===== src/rtl/regfile_2r1w.sv =====
// -----------------------------------------------------------------------------
// regfile_2r1w
//
// 32-entry general-purpose register file for the processor datapath. It has one
// synchronous write port and two combinational read ports. Register 0 has no
// storage and always reads zero. The array feeds the two 32:1 read-select muxes
// that drive the decode/execute operand buses.
//
// Parameters:
//   DATA_WIDTH    register and data-port width (default 32)
//   ADDR_WIDTH    register index width; entry count is 2**ADDR_WIDTH (default 5)
//
// Ports:
//   clock         system clock; all state updates on the rising edge
//   reset         synchronous, active-high; clears the whole array and
//                 wins over a concurrent write
//   write_enable  qualifies the write this cycle
//   write_reg     destination register index (a write to index 0 is dropped)
//   write_data    value to write
//   read_reg_a    source index, port A
//   read_reg_b    source index, port B
//   read_data_a   contents of read_reg_a (combinational)
//   read_data_b   contents of read_reg_b (combinational)
//
// Build option:
//   REGFILE_BYPASS_EN  When this macro is defined, a qualified write is
//                      forwarded combinationally to any read port that
//                      addresses the same nonzero index in the same cycle.
//                      When it is undefined, a same-cycle read returns the
//                      contents the array held before the edge. The array
//                      update is identical in both builds.
// -----------------------------------------------------------------------------
module regfile_2r1w #(
    parameter int DATA_WIDTH = 32,
    parameter int ADDR_WIDTH = 5
) (
    input  logic                  clock,
    input  logic                  reset,
    input  logic                  write_enable,
    input  logic [ADDR_WIDTH-1:0] write_reg,
    input  logic [DATA_WIDTH-1:0] write_data,
    input  logic [ADDR_WIDTH-1:0] read_reg_a,
    input  logic [ADDR_WIDTH-1:0] read_reg_b,
    output logic [DATA_WIDTH-1:0] read_data_a,
    output logic [DATA_WIDTH-1:0] read_data_b
);

    localparam int NUM_REGS = 2 ** ADDR_WIDTH;

    // Only entries 1..NUM_REGS-1 have storage. Register 0 is a constant.
    logic [DATA_WIDTH-1:0] regs_q [1:NUM_REGS-1];
    logic [DATA_WIDTH-1:0] regs_d [1:NUM_REGS-1];

    // One-hot write select. Bit 0 is never set, so writes to r0 vanish here.
    logic [NUM_REGS-1:0] write_sel;

    // Full 0..NUM_REGS-1 view of the array that feeds both read muxes.
    logic [DATA_WIDTH-1:0] read_view [0:NUM_REGS-1];

    // -------------------------------------------------------------------------
    // Write decode and next-state array
    // -------------------------------------------------------------------------
    always_comb begin
        // NOTE: every always_comb output gets a default before any condition,
        // so no path can leave it unassigned and infer a latch.
        write_sel = '0;
        if (write_enable) begin
            write_sel[write_reg] = 1'b1;
        end
        write_sel[0] = 1'b0;
    end

    always_comb begin
        for (int i = 1; i < NUM_REGS; i++) begin
            regs_d[i] = write_sel[i] ? write_data : regs_q[i];
        end
    end

    // -------------------------------------------------------------------------
    // Storage. Reset is sampled on the clock edge and overrides any write.
    // -------------------------------------------------------------------------
    always_ff @(posedge clock) begin
        if (reset) begin
            // NOTE: this array is reset on purpose. The architecture needs every
            // register to read zero after reset. A plain RAM-style array with no
            // reset would be cheaper, but it cannot give that guarantee.
            for (int i = 1; i < NUM_REGS; i++) begin
                regs_q[i] <= '0;
            end
        end else begin
            // NOTE: sequential state uses non-blocking assignments so that all
            // flops sample pre-edge values no matter how the block is ordered.
            for (int i = 1; i < NUM_REGS; i++) begin
                regs_q[i] <= regs_d[i];
            end
        end
    end

    // -------------------------------------------------------------------------
    // Read path: two independent 32:1 selections over the same view.
    // -------------------------------------------------------------------------
    assign read_view[0] = '0;

    for (genvar g = 1; g < NUM_REGS; g++) begin : g_read_view
        assign read_view[g] = regs_q[g];
    end

`ifdef REGFILE_BYPASS_EN
    // A write counts as forwardable only if it will actually land at the next
    // edge. That excludes writes made during reset and writes to r0.
    logic write_live;
    assign write_live = write_enable && !reset && (write_reg != '0);

    always_comb begin
        read_data_a = read_view[read_reg_a];
        if (write_live && (read_reg_a == write_reg)) begin
            read_data_a = write_data;
        end
    end

    always_comb begin
        read_data_b = read_view[read_reg_b];
        if (write_live && (read_reg_b == write_reg)) begin
            read_data_b = write_data;
        end
    end
`else
    assign read_data_a = read_view[read_reg_a];
    assign read_data_b = read_view[read_reg_b];
`endif

endmodule

===== config.mk =====
export PLATFORM = sky130hd
export DESIGN_NAME = regfile_2r1w
export DESIGN_NICKNAME = d
export VERILOG_FILES = /design/src/rtl/regfile_2r1w.sv
export SDC_FILE = /design/constraint.sdc
export NUM_CORES = 2
export LEC_CHECK = 0
export BUFFER_PORTS_ARGS = -buffer_cell sky130_fd_sc_hd__buf_4
export CORE_MARGIN = 4
export CORE_UTILIZATION = 44
export DETAILED_ROUTE_END_ITERATION = 7
export PLACE_DENSITY = 0.7
export SLEW_MARGIN = 20
export SYNTH_ARGS = -nofsm -noshare
export SYNTH_HDL_FRONTEND = slang
export SYNTH_SLANG_ARGS = --single-unit
export TNS_END_PERCENT = 1

===== constraint.sdc =====
create_clock -name clock -period 2.4 [get_ports clock]
set_input_delay 0.48 -clock clock [delete_from_list [all_inputs] [get_ports clock]]
set_output_delay 0.48 -clock clock [all_outputs]
set_load 0.05 [all_outputs]

-- Word level (Yosys, flattened, before mapping)
Memory sizes are Yosys's and may differ from the RTL's.
Cells that the tools add are included.
- memories kept: 1
- input port bits: 50
- bits in writable memories: 992
- bits in registers: 0
- memory list (name ; words ; bits a word ; rd ports ; clocked after memory_dff ; wr ports ; line ; source):
    regs_q ; 31 ; 32 ; 31 ; 0 ; 31 ; 51 ; logic [DATA_WIDTH-1:0] regs_q [1:NUM_REGS-1];
- reductions and logical operators: 1
- $lt $le $gt $ge: 4
- multiplexer cells: 74
- bitwise operators: 33
- operators with widths (operator ; number):
    $mux W32 ; 67
    $bmux W32 S5 ; 2
    $or A1 B1 Y1 ; 31
    $ge A6 B6 Y1 const B ; 2
    $not A5 Y6 ; 2
    $lt A5 B6 Y1 const B ; 1
    $demux W1 S5 ; 1
    $ge A5 B1 Y1 const B ; 1
    $mux W1 ; 4
    $logic_and A1 B1 Y1 ; 1

-- Longest topological paths before layout
- depth in word-level cells: 7
- gate-level depth with buffers: 9
- mapped depth without buffers: 5

-- Least setup slack after synthesis
No wires, ideal clock.
- path kind: input to output
- from: in read_reg_a[1]
- to: out read_data_a[10]
- data arrival time: 2.169 ns
- required time: 1.920 ns
- slack: -0.249 ns
- stages on the path: 7
- path through: buf_2 > clkbuf_1 > mux2_2 > a221oi_1 > nor3_1 > a31oi_1 > nand3_1
- word-level cells in the longest chain between the ends: 4
- RTL lines (what ; line ; source):
    start, declared ; 42 ; input logic [ADDR_WIDTH-1:0] read_reg_a,
    $not A5 Y6 (implied by the code) ; 128 ; assign read_data_a = read_view[read_reg_a];
    $bmux W32 S5 ; 128 ;
    $mux W32 (implied by the code) (2 in a row) ; 128 ;
    end, declared ; 44 ; output logic [DATA_WIDTH-1:0] read_data_a,
Every way passes these cells. The select of a mux whose other input is x is not followed.

==> impl_metrics.json <==
{
  "final_area_um2": 62420,
  "largest_register_ffs": 992,
  "yosysUniqueCellTypes": 29,
  "wl_met1_um": 77370,
  "viasPerCell": 6.279,
  "antenna_found_initial": 8,
  "wl_um": 203800,
  "top_register": "regs_q",
  "cts_buffer_depth": 3,
  "synth_edf_count": 0,
  "arrival_ns": 2.54,
  "final-hold-violation-count": 0,
  "fin_crit_sh": 1.259,
  "syn_avg_cell_area_um2": 7.764,
  "worstMarginPinSlew_ns": 0.9231,
  "hp-start": "reset",
  "cp_max_fo": 3,
  "drive_gt1_frac": 0.1754,
  "violations": "setup timing",
  "rr_endpoint": "regs_q[0][132]$_SDFFE_PP0P_",
  "gp_congestion": 0.9602,
  "synth_top_area_frac": 0.3887,
  "cp-start-kind": "register",
  "drv_cap": 0,
  "power.leakage_nw": 23.01,
  "path_clk_slew_ns": 0.06,
  "worst_r2r_path_depth": 3,
  "route.detailed.drc": 0,
  "setup_slack_ns": -0.6218,
  "whs_ns": 0.1802,
  "syn_nets": 6631,
  "postPlaceCellArea_um2": 57100,
  "vdd_drop_max_mv": 0.5233,
  "worstSetupPathType": "reg2out",
  "grt_max_degree": 106,
  "dieArea_um2": 121600,
  "vias": 51800,
  "ys.flop_type": "dfxtp_1",
  "htreeDepth": 3,
  "power.total_w": 0.03970,
  "async_flop_share": 0,
  "synth.largest_area_cell": "dfxtp_1",
  "holdPathStages": 2,
  "top_regs": "regs_q x992",
  "relSlewSlack": 0.3846,
  "synth_area_um2": 51090,
  "cts_inserted_buffers": 103,
  "worst_setup_path_end_kind": "output pin",
  "worstHoldEndpoint": "regs_q[0][288]$_SDFFE_PP0P_",
  "seq_area_frac_synth": 0.3887,
  "boundaryPins": 114,
  "port_buffers": 113,
  "route.met3.wl_um": 25920,
  "cts_root_buffer": "clkbuf_16",
  "die_height_um": 348.8,
  "drtPass1Iterations": 6,
  "status": "finished with violations",
  "clock_latency_ns": 0.69,
  "worstPathRequired_ns": 1.92,
  "grt_pass1_vias": 49130,
  "nets": 6698,
  "setup_viol": 64,
  "routed.top_layer": "met5",
  "start_util": 0.4450,
  "cts_sinks": 992,
  "fmax_mhz": 330.9,
  "hpwl_um": 131600,
  "synth_area_leaders": "dfxtp_1 (39%), nand2_1 (16%), mux2i_1 (15%), a21oi_1 (11%), a22oi_1 (3.8%)",
  "synth_most_common_cell": "nand2_1",
  "core_um2": 114800,
  "worstHoldPathType": "in2reg",
  "post-route-min-period_ns": 3.022,
  "grt_first_pass_wirelength_um": 302800,
  "r2r_start": "regs_q[0][132]$_SDFFE_PP0P_",
  "drv_slew": 0,
  "grt_overflow": 0,
  "rsz0062_at_grt": "yes",
  "ys_top_cells_by_count": "nand2_1 (2148), a21oi_1 (1120), dfxtp_1 (992)",
  "die_x_um": 348.8,
  "finClkSkew_ns": 0,
  "r2r_slack_ns": 1.67,
  "wl_met2_um": 88560,
  "drt-initial-drc-count": 7977,
  "grt_usage": 0.3202,
  "yosysWarnings": 0,
  "ys_seq_elements": 992,
  "tritoncts": "yes",
  "ant_nets": 0,
  "tns_ns": -29.39,
  "avgRoutedWirePerCell_um": 24.71,
  "syn-instance-count": 6581,
  "p_per_area_nw_per_um2": 636.0,
  "areaGrowthSynthToFinish_pct": 22.17,
  "placementRows": 124
}
[cells in the final DEF, fill, tap and decap left out, drive strengths merged, types with 3 or more instances in the layout]
cell type  netlist  final
or3b             3      3
a21oi         1120   1120
nand3b           3      3
and2             6      6
a31oi           64     64
bufinv           0     18
and3b            3      3
buf            214    612
diode            0      5
mux4            64     64
nor2            33     33
clkbuf         437    137
clkinv           0     25
dfxtp          992    992
clkinvlp         0      8
nor3b            3      3
a22oi          256    256
or2              4      4
nand3          194    194
mux2            64     64
a221oi          64     64
nor3            65     65
mux2i          768    768
nand2         2148   2148
nor2b           72     72
[how the worst max path moves through the flow]
stage	endpoint	start	slack (ns)
6_report	read_data_a[28]	regs_q[0][252]$_SDFFE_PP0P_	-0.62
2_1_floorplan	read_data_b[12]	read_reg_b[1]	-0.006
3_3_place_gp	read_data_b[9]	read_reg_b[0]	-0.79
4_1_cts	read_data_b[1]	regs_q[0][225]$_SDFFE_PP0P_	-0.58
5_1_grt	read_data_a[3]	regs_q[0][227]$_SDFFE_PP0P_	-0.60
3_5_place_dp	read_data_a[26]	read_reg_a[0]	-0.78
[layer usage]
metal,vias up,GRT usage
li1,22770,-
met1,24610,0.4099
met2,3596,0.4901
met3,816,0.08574
met4,8,0.1774
met5,-,0.007457
[final cells by class]
class	instances	area (µm²)
diodes	5	12.51
clock buffers	137	2959
clock inverters	53	754.5
fillers	10140	52390
multi-input cells	4938	30090
flip-flops and latches	992	19890
well taps	1512	1892
repair buffers	613	6830
[timing repair]
item,4_1_cts,5_1_grt
setup buffers,9,0
setup endpoints to repair,64,64
hold buffers,0,0
gates cloned,4,0
pin swaps,20,10
resized for setup,149,143
[metrics by stage]
step | util | std cells | setup WS [ns]
after global placement | 0.4973 | 8042 | -0.7925
after detailed placement | 0.4973 | 8042 | -0.7772
after floorplan | - | 6581 | -0.006483
after CTS | 0.5376 | 8245 | -0.5780
final | 0.5437 | 8250 | -0.6218
after global routing | 0.5436 | 8245 | -0.6023
[critical path: stages (launching register included)]
cell and delay [ns]:
dfxtp_2 0.33, mux4_2 0.49, nor2b_4 0.17, nor3_2 0.08
a31oi_2 0.32, buf_4 0.21, nand3_4 0.08, buf_8 0.16
[where the power goes]
group,internal [W],switching [W],leakage (nW)
clock,0.0106,0.00710,1.82
combinational,0.00193,0.00341,13.2
sequential,0.0166,0.0000970,8.01
[logic make-up (layout without fill, tap and decap cells)]
group / after synthesis / in the layout / synth area share
other: 0 / 5 / 0
AO/OA/AOI/OAI: 1504 / 1504 / 0.1661
AND/OR/NAND/NOR: 2538 / 2538 / 0.1986
multiplexers: 896 / 896 / 0.1928
buffers and inverters: 651 / 803 / 0.05378
flip-flops: 992 / 992 / 0.3887
Note: power is estimated with default switching activity, not from simulation.
